## src/rtl/spi_master_fd_if.sv

```systemverilog
// Bus bundle for the full-duplex SPI master: the master modport is the
// controller side, the slave modport is whatever drives requests and the MISO line.
interface spi_master_fd_if #(
    parameter int DATAWIDTH = 32,
    parameter int LENW      = 6
) ();
    logic                 start;
    logic [DATAWIDTH-1:0] tx_data;
    logic [LENW-1:0]      nbits;
    logic                 cpol;
    logic                 cpha;
    logic                 miso;
    logic                 sclk;
    logic                 mosi;
    logic                 cs_n;
    logic [DATAWIDTH-1:0] rx_data;
    logic                 busy;
    logic                 done;

    modport master (
        input  start, tx_data, nbits, cpol, cpha, miso,
        output sclk, mosi, cs_n, rx_data, busy, done
    );

    modport slave (
        output start, tx_data, nbits, cpol, cpha, miso,
        input  sclk, mosi, cs_n, rx_data, busy, done
    );
endinterface

```

## src/rtl/spi_master_fd.sv

```systemverilog
// Full-duplex SPI master, all four CPOL/CPHA modes, 1..DATAWIDTH bits per transfer.
// Receive path is built only when SPI_MASTER_FD_MISO_EN is defined.
module spi_master_fd #(
    parameter int DATAWIDTH = 32,
    parameter int CLKDIV    = 16,
    parameter int LENW      = 6
) (
    input logic            clk,
    input logic            rst_n,
    spi_master_fd_if.master bus
);
    typedef enum logic [1:0] {IDLE, SETUP, XFER, HOLD} state_e;

    localparam int CW = $clog2(CLKDIV + 1);
    localparam int EW = $clog2(2 * DATAWIDTH);
    localparam logic [CW-1:0] DIV_LAST = CW'(CLKDIV - 1);
    localparam logic [CW-1:0] DIV_HOLD = CW'(CLKDIV);

    state_e               state_q, state_d;
    logic [CW-1:0]        div_q, div_d;
    logic [EW-1:0]        edge_q, edge_d;
    logic [LENW-1:0]      len_q, len_d;
    logic                 cpol_q, cpol_d;
    logic                 cpha_q, cpha_d;
    logic [DATAWIDTH-1:0] tx_sh_q, tx_sh_d;
    logic                 sclk_q, sclk_d;
    logic                 mosi_q, mosi_d;
    logic                 cs_n_q, cs_n_d;
    logic                 busy_q, busy_d;
    logic                 done_q, done_d;
    logic [DATAWIDTH-1:0] rx_data_q, rx_data_d;
`ifdef SPI_MASTER_FD_MISO_EN
    logic [DATAWIDTH-1:0] rx_sh_q, rx_sh_d;
`endif

    logic [LENW-1:0]      len_in_s;
    logic [DATAWIDTH-1:0] tx_aligned_s;
    logic                 tick_s;
    logic                 last_edge_s;
    logic                 leading_s;

    assign bus.sclk    = sclk_q;
    assign bus.mosi    = mosi_q;
    assign bus.cs_n    = cs_n_q;
    assign bus.busy    = busy_q;
    assign bus.done    = done_q;
    assign bus.rx_data = rx_data_q;

    // Next-state and datapath computation for the transfer FSM.
    always_comb begin
        state_d   = state_q;
        div_d     = div_q;
        edge_d    = edge_q;
        len_d     = len_q;
        cpol_d    = cpol_q;
        cpha_d    = cpha_q;
        tx_sh_d   = tx_sh_q;
        sclk_d    = sclk_q;
        mosi_d    = mosi_q;
        cs_n_d    = cs_n_q;
        busy_d    = busy_q;
        done_d    = 1'b0;
        rx_data_d = rx_data_q;
`ifdef SPI_MASTER_FD_MISO_EN
        rx_sh_d   = rx_sh_q;
`endif

        if ((bus.nbits == {LENW{1'b0}}) || (bus.nbits > LENW'(DATAWIDTH))) begin
            len_in_s = LENW'(DATAWIDTH);
        end else begin
            len_in_s = bus.nbits;
        end
        // Left-justify so the next outgoing bit is always the shift register MSB.
        tx_aligned_s = bus.tx_data << (DATAWIDTH - int'(len_in_s));
        tick_s       = (div_q == DIV_LAST);
        last_edge_s  = ((LENW+1)'(edge_q) == ({len_q, 1'b0} - {{LENW{1'b0}}, 1'b1}));
        leading_s    = ~edge_q[0];

        case (state_q)
            IDLE: begin
                sclk_d = bus.cpol;
                mosi_d = 1'b0;
                if (bus.start) begin
                    state_d = SETUP;
                    div_d   = {CW{1'b0}};
                    edge_d  = {EW{1'b0}};
                    len_d   = len_in_s;
                    cpol_d  = bus.cpol;
                    cpha_d  = bus.cpha;
                    busy_d  = 1'b1;
                    cs_n_d  = 1'b0;
`ifdef SPI_MASTER_FD_MISO_EN
                    rx_sh_d = {DATAWIDTH{1'b0}};
`endif
                    if (bus.cpha) begin
                        tx_sh_d = tx_aligned_s;
                    end else begin
                        mosi_d  = tx_aligned_s[DATAWIDTH-1];
                        tx_sh_d = {tx_aligned_s[DATAWIDTH-2:0], 1'b0};
                    end
                end else begin
                    state_d = IDLE;
                end
            end
            SETUP: begin
                sclk_d = cpol_q;
                if (tick_s) begin
                    state_d = XFER;
                    div_d   = {CW{1'b0}};
                end else begin
                    div_d = div_q + {{(CW-1){1'b0}}, 1'b1};
                end
            end
            XFER: begin
                if (tick_s) begin
                    div_d  = {CW{1'b0}};
                    sclk_d = ~sclk_q;
                    edge_d = edge_q + {{(EW-1){1'b0}}, 1'b1};
                    // Shift on the edge opposite to the one the slave samples on.
                    if (leading_s == cpha_q) begin
                        if (!last_edge_s) begin
                            mosi_d  = tx_sh_q[DATAWIDTH-1];
                            tx_sh_d = {tx_sh_q[DATAWIDTH-2:0], 1'b0};
                        end else begin
                            mosi_d = mosi_q;
                        end
                    end else begin
`ifdef SPI_MASTER_FD_MISO_EN
                        rx_sh_d = {rx_sh_q[DATAWIDTH-2:0], bus.miso};
`else
                        mosi_d = mosi_q;
`endif
                    end
                    if (last_edge_s) begin
                        state_d = HOLD;
                        edge_d  = {EW{1'b0}};
                    end else begin
                        state_d = XFER;
                    end
                end else begin
                    div_d = div_q + {{(CW-1){1'b0}}, 1'b1};
                end
            end
            HOLD: begin
                sclk_d = cpol_q;
                if (div_q == DIV_HOLD) begin
                    state_d = IDLE;
                    div_d   = {CW{1'b0}};
                    busy_d  = 1'b0;
                    cs_n_d  = 1'b1;
                    done_d  = 1'b1;
`ifdef SPI_MASTER_FD_MISO_EN
                    rx_data_d = rx_sh_q;
`endif
                end else begin
                    div_d = div_q + {{(CW-1){1'b0}}, 1'b1};
                end
            end
            default: begin
                state_d = IDLE;
                div_d   = {CW{1'b0}};
                edge_d  = {EW{1'b0}};
                busy_d  = 1'b0;
                cs_n_d  = 1'b1;
                mosi_d  = 1'b0;
            end
        endcase
    end

    // State and datapath registers.
    always_ff @(posedge clk or negedge rst_n) begin
        if (!rst_n) begin
            state_q   <= IDLE;
            div_q     <= {CW{1'b0}};
            edge_q    <= {EW{1'b0}};
            len_q     <= {LENW{1'b0}};
            cpol_q    <= 1'b0;
            cpha_q    <= 1'b0;
            tx_sh_q   <= {DATAWIDTH{1'b0}};
            sclk_q    <= 1'b0;
            mosi_q    <= 1'b0;
            cs_n_q    <= 1'b1;
            busy_q    <= 1'b0;
            done_q    <= 1'b0;
            rx_data_q <= {DATAWIDTH{1'b0}};
`ifdef SPI_MASTER_FD_MISO_EN
            rx_sh_q   <= {DATAWIDTH{1'b0}};
`endif
        end else begin
            state_q   <= state_d;
            div_q     <= div_d;
            edge_q    <= edge_d;
            len_q     <= len_d;
            cpol_q    <= cpol_d;
            cpha_q    <= cpha_d;
            tx_sh_q   <= tx_sh_d;
            sclk_q    <= sclk_d;
            mosi_q    <= mosi_d;
            cs_n_q    <= cs_n_d;
            busy_q    <= busy_d;
            done_q    <= done_d;
            rx_data_q <= rx_data_d;
`ifdef SPI_MASTER_FD_MISO_EN
            rx_sh_q   <= rx_sh_d;
`endif
        end
    end
endmodule

```

## src/flat_wrapper.sv

```systemverilog
// flat-port wrapper written by rule: the top's interface ports become plain ports
module spi_master_fd_flat 
#(
    parameter int DATAWIDTH = 32,
    parameter int CLKDIV    = 16,
    parameter int LENW      = 6
)
  (clk, rst_n, bus_start, bus_tx_data, bus_nbits, bus_cpol, bus_cpha, bus_miso, bus_sclk, bus_mosi, bus_cs_n, bus_rx_data, bus_busy, bus_done);
  spi_master_fd_if #(.DATAWIDTH(DATAWIDTH), .LENW(LENW)) bus_i ();
  input logic clk;
  input logic rst_n;
  input wire logic [$bits(bus_i.start)-1:0] bus_start;
  input wire logic [$bits(bus_i.tx_data)-1:0] bus_tx_data;
  input wire logic [$bits(bus_i.nbits)-1:0] bus_nbits;
  input wire logic [$bits(bus_i.cpol)-1:0] bus_cpol;
  input wire logic [$bits(bus_i.cpha)-1:0] bus_cpha;
  input wire logic [$bits(bus_i.miso)-1:0] bus_miso;
  output wire logic [$bits(bus_i.sclk)-1:0] bus_sclk;
  output wire logic [$bits(bus_i.mosi)-1:0] bus_mosi;
  output wire logic [$bits(bus_i.cs_n)-1:0] bus_cs_n;
  output wire logic [$bits(bus_i.rx_data)-1:0] bus_rx_data;
  output wire logic [$bits(bus_i.busy)-1:0] bus_busy;
  output wire logic [$bits(bus_i.done)-1:0] bus_done;
  assign bus_i.start = bus_start;
  assign bus_i.tx_data = bus_tx_data;
  assign bus_i.nbits = bus_nbits;
  assign bus_i.cpol = bus_cpol;
  assign bus_i.cpha = bus_cpha;
  assign bus_i.miso = bus_miso;
  assign bus_sclk = bus_i.sclk;
  assign bus_mosi = bus_i.mosi;
  assign bus_cs_n = bus_i.cs_n;
  assign bus_rx_data = bus_i.rx_data;
  assign bus_busy = bus_i.busy;
  assign bus_done = bus_i.done;
  spi_master_fd #(.DATAWIDTH(DATAWIDTH), .CLKDIV(CLKDIV), .LENW(LENW)) u_core (.clk(clk), .rst_n(rst_n), .bus(bus_i));
endmodule
```

## config.mk

```make
export PLATFORM = sky130hd
export DESIGN_NAME = spi_master_fd_flat
export DESIGN_NICKNAME = d
export VERILOG_FILES = /design/src/rtl/spi_master_fd_if.sv /design/src/rtl/spi_master_fd.sv /design/src/flat_wrapper.sv
export SDC_FILE = /design/constraint.sdc
export NUM_CORES = 1
export LEC_CHECK = 0
export ABC_AREA = 0
export CAP_MARGIN = 20
export CORE_ASPECT_RATIO = 1.4
export CORE_UTILIZATION = 44
export DETAILED_ROUTE_END_ITERATION = 10
export GPL_ROUTABILITY_DRIVEN = 0
export GPL_TIMING_DRIVEN = 0
export PLACE_DENSITY = 0.78
export SYNTH_ARGS = -nofsm -noshare
export SYNTH_HDL_FRONTEND = slang
export SYNTH_SLANG_ARGS = --single-unit
```

## constraint.sdc

```tcl
create_clock -name clk -period 5.3 [get_ports clk]
set_clock_uncertainty 0.05 [all_clocks]
set_input_delay 0.53 -clock clk [delete_from_list [all_inputs] [get_ports clk]]
set_output_delay 0.53 -clock clk [all_outputs]
set_load 0.01 [all_outputs]
```

==> out/summary.md, run 1 <==
The cell area after synthesis is 5710 sq um, and the CTS sink count is 58. The number of setup buffers added after CTS is 0. In this run the critical register-to-register path is launched from u_core.len_q[2].

Summing all multi-input logic gate instances after layout gives 3860 sq um. The run gives 0 as the final antenna-violating net count. The critical path is of the input pin to register type. The critical path goes through clkdlybuf4s50_1 -> nor2b_1 -> buf_2 -> clkinv_1 -> buf_2 -> ha_1 -> buf_2 -> clkinv_1 -> clkbuf_1 -> clkbuf_1 -> nor3_1 -> a311oi_1 -> o21ai_0 -> a221o_1. The Yosys step of the flow raised 0 warnings.

The run gives 0 as the number of gates resized after CTS. The post-synthesis sequential element count was 58. The maximum vdd drop is 115 uV, and the gate count of the mapped netlist is 671. The total clock buffers created by CTS is 9. In the final routed layout, each cell accounts on average for 18.4 um. The relative area change from synthesis to final layout was 18.9%; the count of flip-flops with a built-in enable after synthesis was 0. The finished layout holds 913 standard cells, fillers aside.

The floorplan step set the die height to 137 um. Among all flip-flop cells after synthesis, the most frequent one is dfrtp_1. The tools report the final hold slack as 0.0928 ns. Summed over all cells, the static leakage comes to 3.02 nW. The number of cells after detailed placement was 897; the number of violations of the max-capacitance limit was 0.

The run gives 0 as the number of DRC violations after detailed routing. In the final timing run, aggregate negative setup slack is 0 ns. After clock tree synthesis, the clock-pin slew on the worst setup and hold paths is 0.06 ns. The final route contains 5745 vias.

The kind of path behind the tightest hold check was input pin to async pin. TritonCTS built the clock tree. Number of antenna diodes: 0.

In the layout the commonest cells are nand2_1 (60), dfrtp_1 (57), o21ai_0 (53), mux2i_1 (49), nor2_1 (47). The run gives 81 as the total I/O pin count. The critical path required time was 5.46 ns. Sorting the synthesized cells by area gives the leading types as dfrtp_1 (25%), mux4_2 (8.7%), mux2i_1 (8.6%).

For the utilization of the core after routing, the log shows 54.4%. The total global routing track utilization was 25.8%; the DRC marker count from the first detailed-route iteration was 610. The top cell type's share of synthesized area was 25.0%. Setup repair after global routing left no endpoint under its margin. Entering global routing, the biggest net connects 40 pins. In this run the worst setup path begins at bus_nbits[5]. The number of cells on the worst reg-to-reg path is 9, and the final wirelength is 16.8 mm. The number of antenna violations at the first check in global routing was 0; the number of global-route vias before repair was 5506. The flow ran to the end, and the final reports show no timing, DRC or antenna violations.

The wire length of the first global-routing pass was 27.4 mm. The setup-violating endpoint count in the final report was 0; the area of the die was 13500 sq um. The root buffer cell chosen for the clock tree is clkbuf_16.

Synthesis instantiated 71 different standard cells from the library. STA classifies the critical path endpoint as a register. Headroom to the max-slew limit came out at 46.6%. Sequential elements use 25.4% of the synthesized area.

The clock tree synthesis step divided the H-tree into 3 levels. Final critical delay including setup and external delays: 4.75 ns. The most critical setup path has its endpoint at u_core.tx_sh_q[16].

Hold repair after CTS inserted 0 buffers. Overall power consumption after layout is estimated at 1.54 mW. The number of hold-slack violations in the final timing report came out at 0. For the buffer levels on the longest clock path, the log shows 2. The run gives 1155 as the number of fillers in the final layout.

met2 is the most crowded layer. The most used cell along the critical path is buf_2. The logs give 2.54 ns for the setup slack of the worst register-to-register path and 12.9 mm for the total half-perimeter wirelength after legalization and detailed placement.

In this run the power density over the cells is 227 nW/um^2. The slowest stage of the critical path is the clkbuf_1 cell. For met3 alone, demand over resource in global routing was 3.47%. The post-route fraction of the period consumed by the critical path is 89.6%, and the share of cells above drive strength 1 is 14.8%. The count of buffers from port buffering is 44. The met1 usage in global routing was 28.8%. The kind of start point of the critical path is an input pin. The die is 98.3 um wide.

After floorplanning, the core was divided into 48 placement rows. The biggest cell delay along the critical path is 0.52 ns. The run gives 0.211 GHz as the achievable clock frequency. The cell type contributing the most total cell area after synthesis is dfrtp_1. The per-instance average area after synthesis was 8.52 sq um; the final number of max-transition violations was 0.

Using the TritonRoute via totals, the vias-per-cell ratio works out to 6.29. Starting density of the core: 45.7%. The core region is 12500 sq um.

The first-pass detailed-route iteration total is 8. The arrival time of the worst setup path is 4.91 ns, and the slew at the pin closest to its max-slew limit is 0.779 ns. Most common cell after layout, fill and taps aside: nand2_1.

The net count of the finished layout is 813. The sequential cells in the finished layout cover a total of 1450 sq um. At the later pin of the worst-skew pair, clock insertion delay measures 0.34 ns. For this run, global-route usage on met2 was measured as 45.2%. The endpoint identified for the worst register-to-register timing path is u_core.tx_sh_q[30].

Along the worst path, the maximum fanout reaches 10. Of all flip-flops after synthesis, the portion carrying an async set or reset was 100%. Global routing finished with a remaining overflow of 0.
==> critical path: cells and delay by family <==
family | cells | cell delay, ns
and+or+nand+nor | 2 | 0.26
buffers and inverters | 8 | 2.75
adders and majority gates | 1 | 0.38
AOI/OAI and AO/OA | 3 | 0.97
==> flip-flops by register name, indices dropped and copies added, names as in the netlist <==
register         flops
u_core.bus.done      1
u_core.cpol_q        1
u_core.bus.sclk      1
u_core.len_q         6
u_core.bus.cs_n      1
u_core.div_q         5
u_core.edge_q        6
u_core.bus.busy      1
u_core.bus.mosi      1
u_core.state_q       2
u_core.cpha_q        1
u_core.tx_sh_q      32
==> synthesized netlist by cell type (8+ instances only) <==
master    number
clkbuf_1      25
a221o_1        8
a221oi_1       8
o21ai_0       53
inv_1         16
a21oi_1       36
and3_1        21
o22ai_1        8
nand2_1       60
dfrtp_1       57
nand2b_1      15
buf_2         10
o211ai_1      11
mux2i_1       49
nor3_1        12
mux2_2         9
nor2_1        47
nand3_1       29
mux4_2        22
ha_1          11
buf_4         36
==> kinds of logic after synthesis <==
| logic type | synth area share, % |
|---|---|
| muxes | 19.0 |
| AOI/OAI and AO/OA | 23.0 |
| xor gates and xnor gates | 1.99 |
| adders and majority gates | 2.41 |
| other | 0.0656 |
| and+or+nand+nor | 19.1 |
| buffers and inverters | 9.02 |
| DFF | 25.4 |
==> how the worst min path moves through the flow <==
stage	from	end	slack, ns	depth (start not counted)
global placement	u_core.tx_sh_q[10]	u_core.tx_sh_q[10]	0.42	2
CTS	rst_n	u_core.edge_q[3]	0.11	1
floorplan	rst_n	u_core.bus.busy	0.18	0
global route	rst_n	u_core.edge_q[3]	0.14	1
detailed placement	u_core.tx_sh_q[24]	u_core.tx_sh_q[24]	0.43	2
finish	rst_n	u_core.edge_q[3]	0.09	1
==> routing by layer <==
metal	routed length [um]	vias to the layer above
met5	0	-
met2	8290	366
met1	6230	2651
li1	-	2626
met4	1130	0
met3	1180	102
==> power by group <==
part,switching [mW],internal [mW]
combinational,0.281,0.194
clock,0.214,0.410
sequential,0,0.443
total,0.495,1.05
==> stage by stage <==
stage / area (sq um) / setup WS (ns)
after floorplan: 5830 / 1.49
after global placement: 6460 / 0.333
after detailed placement: 6470 / 0.276
after global routing: 6790 / 0.241
after CTS: 6790 / 0.618
final: 6790 / 0.553
==> cell type report <==
cell class                 instances  area share (%)
buffer                            76            6.48
clock buffer                       9            3.32
clock inverter                     7            1.38
inverter                          20            1.11
multi-input combinational        548            56.9
sequential                        58            21.4
tap                              150            2.76
timing repair buffer              45            6.70
No activity file was read; power rests on OpenSTA's default activity.
==> run 2, diff against run 1 <==
--- a/config.mk
+++ b/config.mk
@@ -9,6 +9,7 @@
 export CAP_MARGIN = 20
 export CORE_ASPECT_RATIO = 1.4
 export CORE_UTILIZATION = 44
+export CTS_CLUSTER_DIAMETER = 50
 export DETAILED_ROUTE_END_ITERATION = 10
 export GPL_ROUTABILITY_DRIVEN = 0
 export GPL_TIMING_DRIVEN = 0
==> results of run 2 <==
No change in the layout: final DEF, timing and power equal those of run 1.
==> run 3, diff against run 2 <==
--- a/config.mk
+++ b/config.mk
@@ -9,6 +9,7 @@
 export CAP_MARGIN = 20
 export CORE_ASPECT_RATIO = 1.4
 export CORE_UTILIZATION = 44
+export CTS_BUF_LIST = sky130_fd_sc_hd__clkbuf_8 sky130_fd_sc_hd__clkbuf_16
 export CTS_CLUSTER_DIAMETER = 50
 export DETAILED_ROUTE_END_ITERATION = 10
 export GPL_ROUTABILITY_DRIVEN = 0
==> results of run 3 <==
No change in the layout: final DEF, timing and power equal those of run 1.
